--- config.mk ---
export PLATFORM = sky130hd
export DESIGN_NAME = cell_pos_reader_flat
export DESIGN_NICKNAME = d
export VERILOG_FILES = /design/src/rtl/cell_pos_reader_if.sv /design/src/rtl/cell_pos_reader.sv /design/src/flat_wrapper.sv
export SDC_FILE = /design/constraint.sdc
export NUM_CORES = 1
export LEC_CHECK = 0
export ABC_AREA = 1
export CORE_MARGIN = 8
export CORE_UTILIZATION = 45
export CTS_CLUSTER_SIZE = 20
export DETAILED_ROUTE_END_ITERATION = 7
export PLACE_DENSITY = 0.73
export REMOVE_ABC_BUFFERS = 1
export SLEW_MARGIN = 20
export SYNTH_ARGS = -nofsm -noshare
export SYNTH_HDL_FRONTEND = slang
export SYNTH_SLANG_ARGS = --single-unit
--- constraint.sdc ---
create_clock -name clk -period 6.5 [get_ports clk]
set_clock_uncertainty 0.15 [all_clocks]
set_input_delay 0.65 -clock clk [delete_from_list [all_inputs] [get_ports clk]]
set_output_delay 0.65 -clock clk [all_outputs]
set_load 0.02 [all_outputs]
--- src/rtl/cell_pos_reader_if.sv ---
// Bus bundle for the cell position reader: the cell-memory read port and
// the valid/ready particle stream toward the consumer.
interface cell_pos_reader_if #(
   parameter int DATA_WIDTH = 96,
   parameter int ADDR_WIDTH = 8
);
   logic [ADDR_WIDTH-1:0] mem_address;
   logic                  mem_rden;
   logic                  mem_wren;
   logic [DATA_WIDTH-1:0] mem_q;
   logic                  out_valid;
   logic                  out_ready;
   logic [DATA_WIDTH-1:0] out_pos;
   logic [ADDR_WIDTH-1:0] out_index;
   logic                  out_last;

   modport master (
      output mem_address, mem_rden, mem_wren,
      input  mem_q,
      output out_valid, out_pos, out_index, out_last,
      input  out_ready
   );

   modport slave (
      input  mem_address, mem_rden, mem_wren,
      output mem_q,
      input  out_valid, out_pos, out_index, out_last,
      output out_ready
   );
endinterface

--- src/rtl/cell_pos_reader.sv ---
// Cell position reader: fetches the particle count from address 0, then
// streams addresses 1..count through a small credit-controlled FIFO so that
// the 2-cycle memory latency never drops data under backpressure.
module cell_pos_reader #(
   parameter int DATA_WIDTH   = 96,
   parameter int PARTICLE_NUM = 220,
   parameter int ADDR_WIDTH   = 8,
   parameter int FIFO_DEPTH   = 4
) (
   input  logic                  clk,
   input  logic                  rst,
   input  logic                  start,
   output logic                  busy,
   output logic                  done,
   output logic [ADDR_WIDTH-1:0] particle_count,
   cell_pos_reader_if.master     bus
);

   localparam int PTR_W = (FIFO_DEPTH > 1) ? $clog2(FIFO_DEPTH) : 1;
   localparam int CNT_W = $clog2(FIFO_DEPTH + 1);
   localparam logic [ADDR_WIDTH-1:0] MAX_CNT   = ADDR_WIDTH'(PARTICLE_NUM - 1);
   localparam logic [PTR_W-1:0]      PTR_LAST  = PTR_W'(FIFO_DEPTH - 1);
   localparam logic [CNT_W:0]        DEPTH_LIM = (CNT_W + 1)'(FIFO_DEPTH);

   typedef enum logic [2:0] {
      S_IDLE, S_RD_CNT, S_WAIT_CNT, S_STREAM, S_DRAIN, S_DONE
   } state_t;

   state_t state, state_n;

   logic                  wait_cnt;
   logic                  zero_cnt;
   logic [ADDR_WIDTH-1:0] next_addr;
   logic [ADDR_WIDTH-1:0] last_addr;
   logic [ADDR_WIDTH-1:0] rd_addr;
   logic                  rden;
   logic                  issue;
   logic                  vld_p0, vld_p1;
   logic [ADDR_WIDTH-1:0] idx_p0, idx_p1;
   logic [PTR_W-1:0]      wr_ptr, rd_ptr;
   logic [CNT_W-1:0]      fifo_count;
   logic [CNT_W:0]        occupancy;
   logic                  credit_ok;
   logic                  push, pop, last_hs;
   logic [ADDR_WIDTH-1:0] latched_cnt;

   logic [DATA_WIDTH-1:0] fifo_pos  [FIFO_DEPTH];
   logic [ADDR_WIDTH-1:0] fifo_idx  [FIFO_DEPTH];
   logic                  fifo_last [FIFO_DEPTH];

   function automatic logic [ADDR_WIDTH-1:0] clamp_count(input logic [ADDR_WIDTH-1:0] raw);
      return (raw > MAX_CNT) ? MAX_CNT : raw;
   endfunction

   function automatic logic [PTR_W-1:0] ptr_inc(input logic [PTR_W-1:0] p);
      return (p == PTR_LAST) ? '0 : p + 1'b1;
   endfunction

   // A FIFO slot is reserved when a read issues: words still in the memory
   // pipeline count against the depth, so a capture always finds room.
   assign occupancy = (CNT_W + 1)'(fifo_count) + (CNT_W + 1)'(vld_p0) + (CNT_W + 1)'(vld_p1);
   assign credit_ok = occupancy < DEPTH_LIM;
   assign latched_cnt = clamp_count(bus.mem_q[ADDR_WIDTH-1:0]);

   assign bus.out_valid   = (fifo_count != '0);
   assign bus.out_pos     = bus.out_valid ? fifo_pos[rd_ptr] : '0;
   assign bus.out_index   = bus.out_valid ? fifo_idx[rd_ptr] : '0;
   assign bus.out_last    = bus.out_valid ? fifo_last[rd_ptr] : 1'b0;
   assign bus.mem_wren    = 1'b0;
   assign bus.mem_rden    = rden;
   assign bus.mem_address = rd_addr;

   assign push    = vld_p1;
   assign pop     = bus.out_valid & bus.out_ready;
   assign last_hs = pop & fifo_last[rd_ptr];

   // State register.
   always_ff @(posedge clk) begin
      if (rst) state <= S_IDLE;
      else     state <= state_n;
   end

   // Next-state logic and per-state memory/handshake outputs.
   always_comb begin
      state_n = state;
      rden    = 1'b0;
      issue   = 1'b0;
      rd_addr = last_addr;
      busy    = 1'b0;
      done    = 1'b0;
      case (state)
         S_IDLE: begin
            if (start) state_n = S_RD_CNT;
         end
         S_RD_CNT: begin
            busy    = 1'b1;
            rden    = 1'b1;
            rd_addr = '0;
            state_n = S_WAIT_CNT;
         end
         S_WAIT_CNT: begin
            busy = 1'b1;
            // A zero count goes through DRAIN so it exits on the same rule.
            if (wait_cnt) state_n = (latched_cnt == '0) ? S_DRAIN : S_STREAM;
         end
         S_STREAM: begin
            busy = 1'b1;
            if (credit_ok) begin
               rden    = 1'b1;
               issue   = 1'b1;
               rd_addr = next_addr;
               if (next_addr == particle_count) state_n = S_DRAIN;
            end
         end
         S_DRAIN: begin
            busy = 1'b1;
            if (last_hs || (zero_cnt && fifo_count == '0 && !vld_p0 && !vld_p1))
               state_n = S_DONE;
         end
         S_DONE: begin
            done    = 1'b1;
            state_n = S_IDLE;
         end
         default: state_n = S_IDLE;
      endcase
   end

   // Control state: count latch, address sequencing, read pipeline valids, FIFO pointers.
   always_ff @(posedge clk) begin
      if (rst) begin
         wait_cnt       <= 1'b0;
         zero_cnt       <= 1'b0;
         particle_count <= '0;
         next_addr      <= '0;
         last_addr      <= '0;
         vld_p0         <= 1'b0;
         vld_p1         <= 1'b0;
         wr_ptr         <= '0;
         rd_ptr         <= '0;
         fifo_count     <= '0;
      end else begin
         wait_cnt <= (state == S_WAIT_CNT) ? ~wait_cnt : 1'b0;
         if (state == S_WAIT_CNT && wait_cnt) begin
            particle_count <= latched_cnt;
            zero_cnt       <= (latched_cnt == '0);
            next_addr      <= ADDR_WIDTH'(1);
         end
         if (issue) next_addr <= next_addr + 1'b1;
         if (rden)  last_addr <= rd_addr;
         // p0: read issued this cycle; p1: data arrives on mem_q next cycle
         vld_p0 <= issue;
         vld_p1 <= vld_p0;
         if (push) wr_ptr <= ptr_inc(wr_ptr);
         if (pop)  rd_ptr <= ptr_inc(rd_ptr);
         if (push && !pop)      fifo_count <= fifo_count + 1'b1;
         else if (pop && !push) fifo_count <= fifo_count - 1'b1;
      end
   end

   // Datapath: index travels with the read; word captured when it lands on mem_q.
   always_ff @(posedge clk) begin
      idx_p0 <= rd_addr;
      idx_p1 <= idx_p0;
      if (push) begin
         fifo_pos[wr_ptr]  <= bus.mem_q;
         fifo_idx[wr_ptr]  <= idx_p1;
         fifo_last[wr_ptr] <= (idx_p1 == particle_count);
      end
   end

endmodule

--- src/flat_wrapper.sv ---
// flat-port wrapper written by rule: the top's interface ports become plain ports
module cell_pos_reader_flat 
#(
   parameter int DATA_WIDTH   = 96,
   parameter int PARTICLE_NUM = 220,
   parameter int ADDR_WIDTH   = 8,
   parameter int FIFO_DEPTH   = 4
)
  (clk, rst, start, busy, done, particle_count, bus_mem_address, bus_mem_rden, bus_mem_wren, bus_mem_q, bus_out_valid, bus_out_pos, bus_out_index, bus_out_last, bus_out_ready);
  cell_pos_reader_if #(.DATA_WIDTH(DATA_WIDTH), .ADDR_WIDTH(ADDR_WIDTH)) bus_i ();
  input  logic clk;
  input  logic rst;
  input  logic start;
  output logic busy;
  output logic done;
  output logic [ADDR_WIDTH-1:0] particle_count;
  output wire logic [$bits(bus_i.mem_address)-1:0] bus_mem_address;
  output wire logic [$bits(bus_i.mem_rden)-1:0] bus_mem_rden;
  output wire logic [$bits(bus_i.mem_wren)-1:0] bus_mem_wren;
  input wire logic [$bits(bus_i.mem_q)-1:0] bus_mem_q;
  output wire logic [$bits(bus_i.out_valid)-1:0] bus_out_valid;
  output wire logic [$bits(bus_i.out_pos)-1:0] bus_out_pos;
  output wire logic [$bits(bus_i.out_index)-1:0] bus_out_index;
  output wire logic [$bits(bus_i.out_last)-1:0] bus_out_last;
  input wire logic [$bits(bus_i.out_ready)-1:0] bus_out_ready;
  assign bus_mem_address = bus_i.mem_address;
  assign bus_mem_rden = bus_i.mem_rden;
  assign bus_mem_wren = bus_i.mem_wren;
  assign bus_i.mem_q = bus_mem_q;
  assign bus_out_valid = bus_i.out_valid;
  assign bus_out_pos = bus_i.out_pos;
  assign bus_out_index = bus_i.out_index;
  assign bus_out_last = bus_i.out_last;
  assign bus_i.out_ready = bus_out_ready;
  cell_pos_reader #(.DATA_WIDTH(DATA_WIDTH), .PARTICLE_NUM(PARTICLE_NUM), .ADDR_WIDTH(ADDR_WIDTH), .FIFO_DEPTH(FIFO_DEPTH)) u_core (.clk(clk), .rst(rst), .start(start), .busy(busy), .done(done), .particle_count(particle_count), .bus(bus_i));
endmodule
Word-level counts from Yosys, hierarchy flattened --
Memories as Yosys holds them, arrays and structs flattened. A register that Yosys moved wholly into a read port is not among the register bits. Cells that the tools add are included.
Word-level totals: register bits after elaboration 54, memories 3, RAM bits 420, word-level logic and storage cells 94
Cells by class: $lt $le $gt $ge 2, add/sub/neg operators 7, reduce and logical (&&, ||, !) cells 19, multiplexer cells 32, equal/unequal tests 14, bitwise operators 4
Memories:
- u_core.fifo_pos | depth 4, bits a word 96, read ports 1, clocked after Yosys merged registers in 1, write ports 1, line cell_pos_reader.sv:47 | logic [DATA_WIDTH-1:0] fifo_pos [FIFO_DEPTH];
- u_core.fifo_idx | depth 4, bits a word 8, read ports 1, clocked after Yosys merged registers in 1, write ports 1, line cell_pos_reader.sv:48 | logic [ADDR_WIDTH-1:0] fifo_idx [FIFO_DEPTH];
- u_core.fifo_last | depth 4, bits a word 1, read ports 1, clocked after Yosys merged registers in 1, write ports 1, line cell_pos_reader.sv:49 | logic fifo_last [FIFO_DEPTH];
Operators by type and width (count):
- $mux W96 | 1
- $mux W8 | 5
- $mux W3 | 8
- $eq A8 B8 Y1 | 2
- $mux W2 | 8
- $pmux W8 S2 | 1
- $pmux W3 S5 | 1
- $add A8 B1 Y8 const B | 1
- $gt A8 B8 Y1 const B | 1
- $logic_not A8 Y1 | 1
- $ne A2 B1 Y1 const B | 4
- $mux W1 | 7
- $eq A3 B2 Y1 const B | 2
- $eq A3 B3 Y1 const B | 2
- $logic_and A1 B1 Y1 | 6
- $logic_not A3 Y1 | 2
- $reduce_and A5 Y1 | 1
- $add A2 B1 Y2 const B | 2
- $add A3 B1 Y4 | 1
- $add A4 B1 Y4 | 1
- $eq A2 B2 Y1 const B | 2
- $lt A4 B3 Y1 const B | 1
- $reduce_bool A2 Y1 | 2
- $reduce_or A4 Y1 | 1
- other kinds (11) | 15

Logic depth before layout (Yosys ltp) --
Gate-level depths: netlist of the first run.
depth after elaboration 7, depth in mapped cells 11, mapped depth without buffers 11

Worst setup path after synthesis of the first run --
Ideal clock, no wire load.
path type register to register, start register u_core.wr_ptr[0], end memory u_core.fifo_idx[3][0] (enable), path slack 3.250 ns, required time 5.891 ns, setup time 0.459 ns, data arrival time 2.641 ns, cell stages (with the launch flop) 4, path buffers 0, period minus slack after synthesis 3.250 ns, path through dfxtp_1 > ha_1 > nand2_1 > inv_1
RTL lines:
- start: declaration | line cell_pos_reader.sv:40 | logic [PTR_W-1:0] wr_ptr, rd_ptr;
- start signal: assignment | line cell_pos_reader.sv:153 | if (push) wr_ptr <= ptr_inc(wr_ptr);
- end: declaration | line cell_pos_reader.sv:48
Straight into the memory's write port.

==> results.sh, run 1 <==
export IMPL_rsz0062_at_grt="no"
export IMPL_grt_max_degree=160
export IMPL_max_freq_ghz=0.227
export IMPL_yosysMostFrequentCell="nor2_1"
export IMPL_synth_top_area_share=0.674
export IMPL_clock_sinks=476
export IMPL_cpMaxStageDelayCell="inv_6"
export IMPL_synth_cell_area_um2=18700
export IMPL_synth_common_cells="447 x nor2_1, 420 x edfxtp_1, 196 x o21ai_0, 128 x a21oi_1, 61 x nand2_1"
export IMPL_irDropWorstVdd_mv=0.354
export IMPL_fin_nets=1863
export IMPL_wl_per_cell_um=18.7
export IMPL_path_buf_inv=3
export IMPL_fillerInstances=3324
export IMPL_timing_final_crit_share=0.678
export IMPL_drc_errors=0
export IMPL_start_util=0.457
export IMPL_postCtsSetupBuffers=0
export IMPL_die_area_um2=48400
export IMPL_power_leakage_nw=7.67
export IMPL_cp_top_family="buffers and inverters"
export IMPL_worstSetupStartpointType="register"
export IMPL_place_gp_congestion=0.836
export IMPL_cts_tree="yes"
export IMPL_die_w_um=220
export IMPL_grt_pass1_vias=12000
export IMPL_grt_use_total=0.175
export IMPL_path_cells="inv_6, buf_4, o21ai_0, a21oi_1, clkdlybuf4s50_1"
export IMPL_p_per_area_nw_per_um2=433
export IMPL_worstMarginPinSlew_ns=1.13
export IMPL_multiInputGateArea_um2=4370
export IMPL_synth_seq_area_share=0.734
export IMPL_hold_violations=0
export IMPL_setup_viol=0
export IMPL_slew_violations=0
export IMPL_coreArea_um2=40900
export IMPL_total_power_mw=9.86
export IMPL_drive_gt1_frac=0.0680
export IMPL_synthCells=1556
export IMPL_relSlewSlack=0.245
export IMPL_worstPathArrival_ns=3.61
export IMPL_syn_area_per_cell_um2=12.0
export IMPL_cp_max_fo=159
export IMPL_hold_path_class="register to register"
export IMPL_worstSetupEndpointType="output port"
export IMPL_final_cells=2325
export IMPL_grt_pass1_wl_mm=66.4
export IMPL_clkTransAtPathRegs_ns=0.06
export IMPL_drt_first_pass_iters=4
export IMPL_ys_types=44
export IMPL_fin_crit_ns=4.41
export IMPL_synth_ff_type="edfxtp_1"
export IMPL_regArea_um2=13700
export IMPL_num_io_pins=226
export IMPL_cts_resized=0
export IMPL_n_antenna_cell=0
export IMPL_drt_total_wl_mm=43.4
export IMPL_dp_cells=2237
export IMPL_vias=12200
export IMPL_synth_area_leader_cell="edfxtp_1"
export IMPL_crit_type="register to output port"
export IMPL_drt_iter0_drc=915
export IMPL_required_ns=5.70
export IMPL_cts_made_buffers=47
export IMPL_status="complete, no violations"
export IMPL_cts_root_buf="clkbuf_16"
export IMPL_fp_row_count=74
export IMPL_die_h_um=220
export IMPL_synth_edf_count=420
export IMPL_final_core_util=0.557
export IMPL_io_buffers=224
export IMPL_htree_levels=2
export IMPL_worstSkewPairLatency_ns=0.57
export IMPL_viasPerCell=5.26
export IMPL_grt_overflow_total=0
export IMPL_maxCapViolations=0
export IMPL_slowest_delay_ns=0.74
export IMPL_cts_buffer_depth=3
export IMPL_ys_warn_count=0
export IMPL_syn2layout_area_growth_pct=21.7
export IMPL_dp_hpwl_mm=25.1
export IMPL_synth_seq_cells=476
export IMPL_antenna_found_initial=1
export IMPL_netlist_top_cells_area="edfxtp_1 67%, nor2_1 9.0%, dfxtp_1 6.0%"
export IMPL_postCtsHoldBufs=0
export IMPL_ant_nets=0
export IMPL_synthArstFlopShare=0
==> where the power goes <==
part           internal (mW)  total (mW)  switching, mW
Clock                   1.46        2.54           1.08
Combinational           1.42        3.83           2.41
Sequential              3.37        3.49          0.122
Total                   6.25        9.86           3.61
==> state kept, by name, indices dropped and copies added, names as in the netlist, named ones only <==
name / count
u_core.fifo_idx: 32
u_core.vld_p0: 1
u_core.push: 1
u_core.fifo_last: 4
u_core.wr_ptr: 2
u_core.idx_p0: 8
u_core.fifo_pos: 384
u_core.zero_cnt: 1
u_core.state: 3
u_core.wait_cnt: 1
u_core.next_addr: 8
u_core.idx_p1: 8
u_core.particle_count: 8
u_core.rd_ptr: 2
u_core.fifo_count: 3
u_core.last_addr: 8
==> metrics by stage <==
| step | cell area (um2) | hold WS [ns] | setup slack [ns] | TNS (ns) |
|---|---|---|---|---|
| floorplan | 18300 | 0.160 | -1.22 | -125.94 |
| global placement | 21300 | 0.160 | 2.64 | 0 |
| detailed placement | 21300 | 0.162 | 2.59 | 0 |
| CTS | 22800 | 0.176 | 1.97 | 0 |
| global route | 22800 | 0.180 | 1.77 | 0 |
| finish | 22800 | 0.176 | 2.09 | 0 |
==> area by class of cell <==
class | count | area share
Multi-Input combinational cell | 939 | 0.192
Clock buffer | 69 | 0.0566
Clock inverter | 19 | 0.00697
Inverter | 55 | 0.0103
Timing Repair Buffer | 235 | 0.102
Sequential cell | 476 | 0.603
Tap cell | 532 | 0.0292
==> layer usage <==
| metal | share of wire | vias to the layer above | track usage | wire length [um] |
|---|---|---|---|---|
| met5 | 0.00030 | - | 0 | 13 |
| met4 | 0.022 | 2 | 0.0570 | 955 |
| met3 | 0.071 | 73 | 0.0337 | 3080 |
| met2 | 0.48 | 412 | 0.291 | 20900 |
| met1 | 0.43 | 5918 | 0.230 | 18500 |
| li1 | - | 5834 | - | - |
==> final timing paths <==
check,startpoint,slack [ns],depth (start not counted),end
setup / recovery,register,2.09,5,bus_out_pos[1]
hold / removal,u_core.idx_p0[5],0.18,0,u_core.idx_p1[5]
setup reg to reg,register,3.50,8,u_core.state[1]
hold reg to reg,u_core.idx_p0[5],0.18,0,u_core.idx_p1[5]
==> kinds of logic after synthesis <==
family	count (synthesis)	synth area share
adder cells (fa/ha/maj)	9	0.00642
AO/OA/AOI/OAI	369	0.104
XOR/XNOR	13	0.00608
other	1	0.000200
AND/OR/NAND/NOR	547	0.116
buffers and inverters	141	0.0328
flip-flops	476	0.734
==> placed cells by master, fill, tap and decap left out, types with 2 or more instances in the layout <==
| cell | n |
|---|---|
| nor3_1 | 2 |
| buf_4 | 11 |
| nor2_1 | 447 |
| nand2_2 | 3 |
| ha_1 | 8 |
| nor2_2 | 7 |
| nand3_1 | 15 |
| nand2_1 | 61 |
| clkinv_1 | 6 |
| edfxtp_1 | 420 |
| bufinv_16 | 2 |
| a21oi_1 | 128 |
| a21oi_2 | 2 |
| clkbuf_1 | 20 |
| o22ai_2 | 4 |
| inv_6 | 4 |
| nand4_1 | 2 |
| xnor2_1 | 11 |
| dfxtp_1 | 54 |
| inv_2 | 9 |
| o21ai_0 | 196 |
| xor2_1 | 2 |
| nand2_4 | 3 |
| dfxtp_4 | 2 |
| clkdlybuf4s50_1 | 224 |
| nor2_4 | 4 |
| inv_4 | 7 |
| inv_1 | 37 |
| clkbuf_16 | 48 |
| clkinv_2 | 6 |
| o21ai_1 | 28 |
Power figures use the tool's default switching activity.
==> run 2, diff against run 1 <==
- clock period: 6.5 -> 4.3 ns (I/O delays scaled with it)
==> results.sh, run 2 (synthesis gave the netlist of run 1 again) <==
export IMPL_worstSetupStartpointType="register"
export IMPL_wl_per_cell_um=18.8
export IMPL_irDropWorstVdd_mv=0.803
export IMPL_start_util=0.457
export IMPL_grt_pass1_wl_mm=67.3
export IMPL_cts_resized=0
export IMPL_crit_type="register to output port"
export IMPL_drt_total_wl_mm=43.7
export IMPL_fin_nets=1868
export IMPL_drive_gt1_frac=0.0785
export IMPL_worstMarginPinSlew_ns=1.07
export IMPL_ant_nets=0
export IMPL_worstPathArrival_ns=3.09
export IMPL_dp_hpwl_mm=25.2
export IMPL_final_cell_mix="447 x nor2_1, 420 x edfxtp_1, 224 x clkdlybuf4s50_1"
export IMPL_rsz0062_at_grt="no"
export IMPL_grt_max_degree=211
export IMPL_layout_commonest_cell="nor2_1"
export IMPL_largest_reg_flops=384
export IMPL_fin_crit_ns=3.67
export IMPL_hold_path_class="register to register"
export IMPL_fp_row_count=74
export IMPL_power_leakage_nw=7.80
export IMPL_num_io_pins=226
export IMPL_holdPathStages=0
export IMPL_grt_overflow_total=0
export IMPL_maxCapViolations=0
export IMPL_clock_sinks=476
export IMPL_vias=12200
export IMPL_viasPerCell=5.23
export IMPL_worstSkewPairLatency_ns=0.56
export IMPL_setup_viol=0
export IMPL_syn2layout_area_growth_pct=23.2
export IMPL_die_w_um=220
export IMPL_p_per_area_nw_per_um2=662
export IMPL_grt_pass1_vias=12100
export IMPL_largest_register="u_core.fifo_pos"
export IMPL_relSlewSlack=0.284
export IMPL_cp_top_family="buffers and inverters"
export IMPL_final_core_util=0.563
export IMPL_coreArea_um2=40900
export IMPL_status="complete, no violations"
export IMPL_drt_iter0_drc=931
export IMPL_tns_ns=0
export IMPL_grt_use_total=0.178
export IMPL_path_cells="inv_6, buf_4, o21ai_0, a21oi_1, clkdlybuf4s50_1"
export IMPL_cpMaxStageDelayCell="clkdlybuf4s50_1"
export IMPL_drc_errors=0
export IMPL_clkTransAtPathRegs_ns=0.06
export IMPL_reg_top3="u_core.fifo_pos x384, u_core.fifo_idx x32"
export IMPL_worstSetupEndpointType="output port"
export IMPL_cts_root_buf="clkbuf_16"
export IMPL_cp_max_fo=99
export IMPL_drt_first_pass_iters=5
export IMPL_antenna_found_initial=2
export IMPL_slowest_delay_ns=0.68
export IMPL_postCtsSetupBuffers=0
export IMPL_hold_violations=0
export IMPL_postCtsHoldBufs=0
export IMPL_slew_violations=0
export IMPL_timing_final_crit_share=0.854
export IMPL_cts_made_buffers=48
export IMPL_io_buffers=224
export IMPL_die_h_um=220
export IMPL_path_buf_inv=3
export IMPL_required_ns=3.72
export IMPL_max_freq_ghz=0.272
export IMPL_place_gp_congestion=0.831
export IMPL_cp_depth=5
export IMPL_reg2reg_depth=4
export IMPL_cts_buffer_depth=3
export IMPL_die_area_um2=48400
export IMPL_cts_tree="yes"
export IMPL_htree_levels=2
[run 2: cell count changes in the layout (fill, tap and decap cells not counted), sizes merged]
cell,before,now
clkinv,13,17
clkinvlp,2,3
diode,0,1
clkbuf,69,62
inv,57,58
buf,11,15
[run 2: worst paths after layout]
kind / slack (ns) / to / startpoint
setup / recovery: 0.63 / bus_out_index[4] / register
hold / removal: 0.18 / u_core.idx_p1[4] / u_core.idx_p0[4]
setup reg to reg: 2.06 / u_core.fifo_pos[1][70] / u_core.wr_ptr[0]
hold reg to reg: 0.18 / u_core.idx_p1[4] / u_core.idx_p0[4]
[run 2: routing by layer]
layer,up-vias,share of wire,track usage,wire length (um)
met3,56,0.072,0.0355,3170
met5,-,0.00030,0,13
met1,5864,0.43,0.236,18700
met4,2,0.019,0.0544,842
li1,5844,-,-,-
met2,426,0.48,0.293,21000
[run 2: worst register-to-register path, stage by stage (launching register included)]
cell and delay [ns]:
dfxtp_1 0.41, ha_1 0.17, nand2_1 0.08, inv_4 0.59, buf_12 0.45
[run 2: where the power goes]
group          switching [mW]  internal (mW)  leakage, nW
combinational            3.72           2.20         2.79
clock                    1.69           2.46        0.795
sequential              0.101           5.10         4.22
total                    5.51           9.76         7.80
[run 2: final cells by class]
| class | instances | area (um2) |
|---|---|---|
| clock inverters | 25 | 193 |
| clock buffers | 62 | 1420 |
| diodes | 1 | 2.50 |
| multi-input cells | 939 | 4370 |
| well taps | 532 | 666 |
| repair buffers | 239 | 2430 |
| fillers | 3270 | 17900 |
| inverters | 55 | 234 |
| flip-flops and latches | 476 | 13700 |
[run 2: per-stage QoR]
step	total power [mW]	cells	setup WS, ns	hold slack [ns]	instance area, um2
floorplan	8.51	1470	-3.20	0.160	18300
global placement	11.2	2241	1.28	0.161	21400
detailed placement	11.3	2241	1.25	0.162	21400
CTS	15.4	2328	0.606	0.177	23100
global route	16.1	2329	0.459	0.182	23100
finish	15.3	2329	0.628	0.178	23100
==> run 3, diff against run 2 <==
- CELL_PAD_IN_SITES_DETAIL_PLACEMENT: default -> 1
- CELL_PAD_IN_SITES_GLOBAL_PLACEMENT: default -> 1
- PLACE_DENSITY: 0.73 -> 0.86
==> results.sh, run 3 (synthesis gave the netlist of run 1 again) <==
export IMPL_layout_commonest_cell="nor2_1"
export IMPL_hold_path_class="register to register"
export IMPL_cts_resized=0
export IMPL_worstPathArrival_ns=3.35
export IMPL_cts_buffer_depth=3
export IMPL_timing_final_crit_share=0.913
export IMPL_hold_violations=0
export IMPL_cts_root_buf="clkbuf_16"
export IMPL_status="complete, no violations"
export IMPL_max_freq_ghz=0.255
export IMPL_power_leakage_nw=7.72
export IMPL_start_util=0.457
export IMPL_final_core_util=0.560
export IMPL_grt_max_degree=173
export IMPL_grt_pass1_wl_mm=78.4
export IMPL_reg_top3="u_core.fifo_pos x384, u_core.fifo_idx x32"
export IMPL_num_io_pins=226
export IMPL_clkTransAtPathRegs_ns=0.06
export IMPL_io_buffers=224
export IMPL_dp_hpwl_mm=31.6
export IMPL_slew_violations=0
export IMPL_drt_total_wl_mm=52.1
export IMPL_drt_iter0_drc=930
export IMPL_irDropWorstVdd_mv=0.463
export IMPL_viasPerCell=5.48
export IMPL_maxCapViolations=0
export IMPL_die_area_um2=48400
export IMPL_crit_type="register to output port"
export IMPL_place_area_um2=21500
export IMPL_pwr_share_clk=0.258
export IMPL_worstSetupEndpointType="output port"
export IMPL_grt_overflow_total=0
export IMPL_cpMaxStageDelayCell="dfxtp_4"
export IMPL_rsz0062_at_grt="no"
export IMPL_crit_path_frequent_cell="nor2_1"
export IMPL_pwr_share_seq=0.344
export IMPL_dp_cells=2240
export IMPL_place_gp_congestion=0.791
export IMPL_required_ns=3.72
export IMPL_total_power_mw=15.3
export IMPL_syn2layout_area_growth_pct=22.5
export IMPL_cts_tree="yes"
export IMPL_relSlewSlack=0.362
export IMPL_drive_gt1_frac=0.0691
export IMPL_setup_viol=0
export IMPL_wl_met1_mm=21.2
export IMPL_fp_row_count=74
export IMPL_fillerInstances=4196
export IMPL_worstSetupStartpointType="register"
export IMPL_combPwrFrac=0.398
export IMPL_p_per_area_nw_per_um2=669
export IMPL_antenna_found_initial=2
export IMPL_worstMarginPinSlew_ns=0.957
export IMPL_htree_levels=2
export IMPL_fin_nets=1867
export IMPL_final_cell_mix="447 x nor2_1, 420 x edfxtp_1, 224 x clkdlybuf4s50_1"
export IMPL_dr_wl_met2_mm=27.0
export IMPL_slowest_delay_ns=0.67
export IMPL_grt_pass1_vias=14000
export IMPL_grt_use_total=0.210
export IMPL_drc_errors=0
export IMPL_final_cells=2327
export IMPL_clock_sinks=476
export IMPL_die_h_um=220
export IMPL_wl_met3_mm=2.88
export IMPL_switching_share=0.375
export IMPL_ant_nets=0
export IMPL_fin_crit_ns=3.93
export IMPL_postCtsHoldBufs=0
export IMPL_tns_ns=0
export IMPL_worstSkewPairLatency_ns=0.56
export IMPL_finalInstanceArea_um2=22900
export IMPL_cts_made_buffers=48
export IMPL_intPower_mw=9.59
export IMPL_vias=12700
export IMPL_die_w_um=220
export IMPL_wl_per_cell_um=22.4
export IMPL_path_cells="buf_12, nor2_1, nor2_1, o21ai_0, a21oi_1, clkdlybuf4s50_1"
export IMPL_coreArea_um2=40900
export IMPL_largest_register="u_core.fifo_pos"
export IMPL_cp_max_fo=172
export IMPL_p_switching_mw=5.74
export IMPL_postCtsSetupBuffers=0
export IMPL_largest_reg_flops=384
export IMPL_drt_first_pass_iters=5
export IMPL_top_layer="met5"
[run 3: power groups by stage]
stage / sequential [mW] / combinational, mW / clock [mW]
floorplan: 5.49 / 3.02 / 0
global placement: 5.37 / 5.93 / 0
detailed placement: 5.37 / 6.12 / 0
CTS: 5.28 / 6.18 / 4.01
global route: 5.29 / 6.55 / 4.18
finish: 5.27 / 6.11 / 3.95
[run 3: layout make-up]
type                            count  area (um2)  area share
Antenna cell                        1        2.50    0.000109
Clock buffer                       59        1270      0.0556
Clock inverter                     27         195     0.00851
Inverter                           55         234      0.0102
Multi-Input combinational cell    939        4370       0.191
Sequential cell                   476       13700       0.599
Tap cell                          532         666      0.0290
Timing Repair Buffer              238        2450       0.107
[run 3: worst max-delay path, delay by kind of cell (launching register included)]
kind	cells	cell delay, ns
compound gates	2	0.41
simple gates	2	0.29
flops	1	0.67
buf+inv	2	1.24
[run 3: final timing paths]
path / from / to / slack, ns / cells after the start
max: register / bus_out_pos[83] / 0.37 / 6
min reg2reg: u_core.idx_p0[4] / u_core.idx_p1[4] / 0.18 / 0
min: u_core.idx_p0[4] / u_core.idx_p1[4] / 0.18 / 0
max reg2reg: u_core.wr_ptr[1] / u_core.fifo_pos[1][9] / 2.00 / 5
[run 3: layer usage]
| layer | global-route usage | vias up |
|---|---|---|
| met3 | 0.0389 | 79 |
| met2 | 0.383 | 346 |
| li1 | - | 5834 |
| met5 | 0 | - |
| met4 | 0.0630 | 2 |
| met1 | 0.250 | 6483 |
[run 3: per-stage QoR]
| step | hold slack [ns] | worst slack [ns] |
|---|---|---|
| final | 0.179 | 0.373 |
| after global routing | 0.189 | 0.182 |
| after CTS | 0.182 | 0.334 |
| after detailed placement | 0.167 | 0.996 |
| after global placement | 0.161 | 1.10 |
| after floorplan | 0.160 | -3.20 |
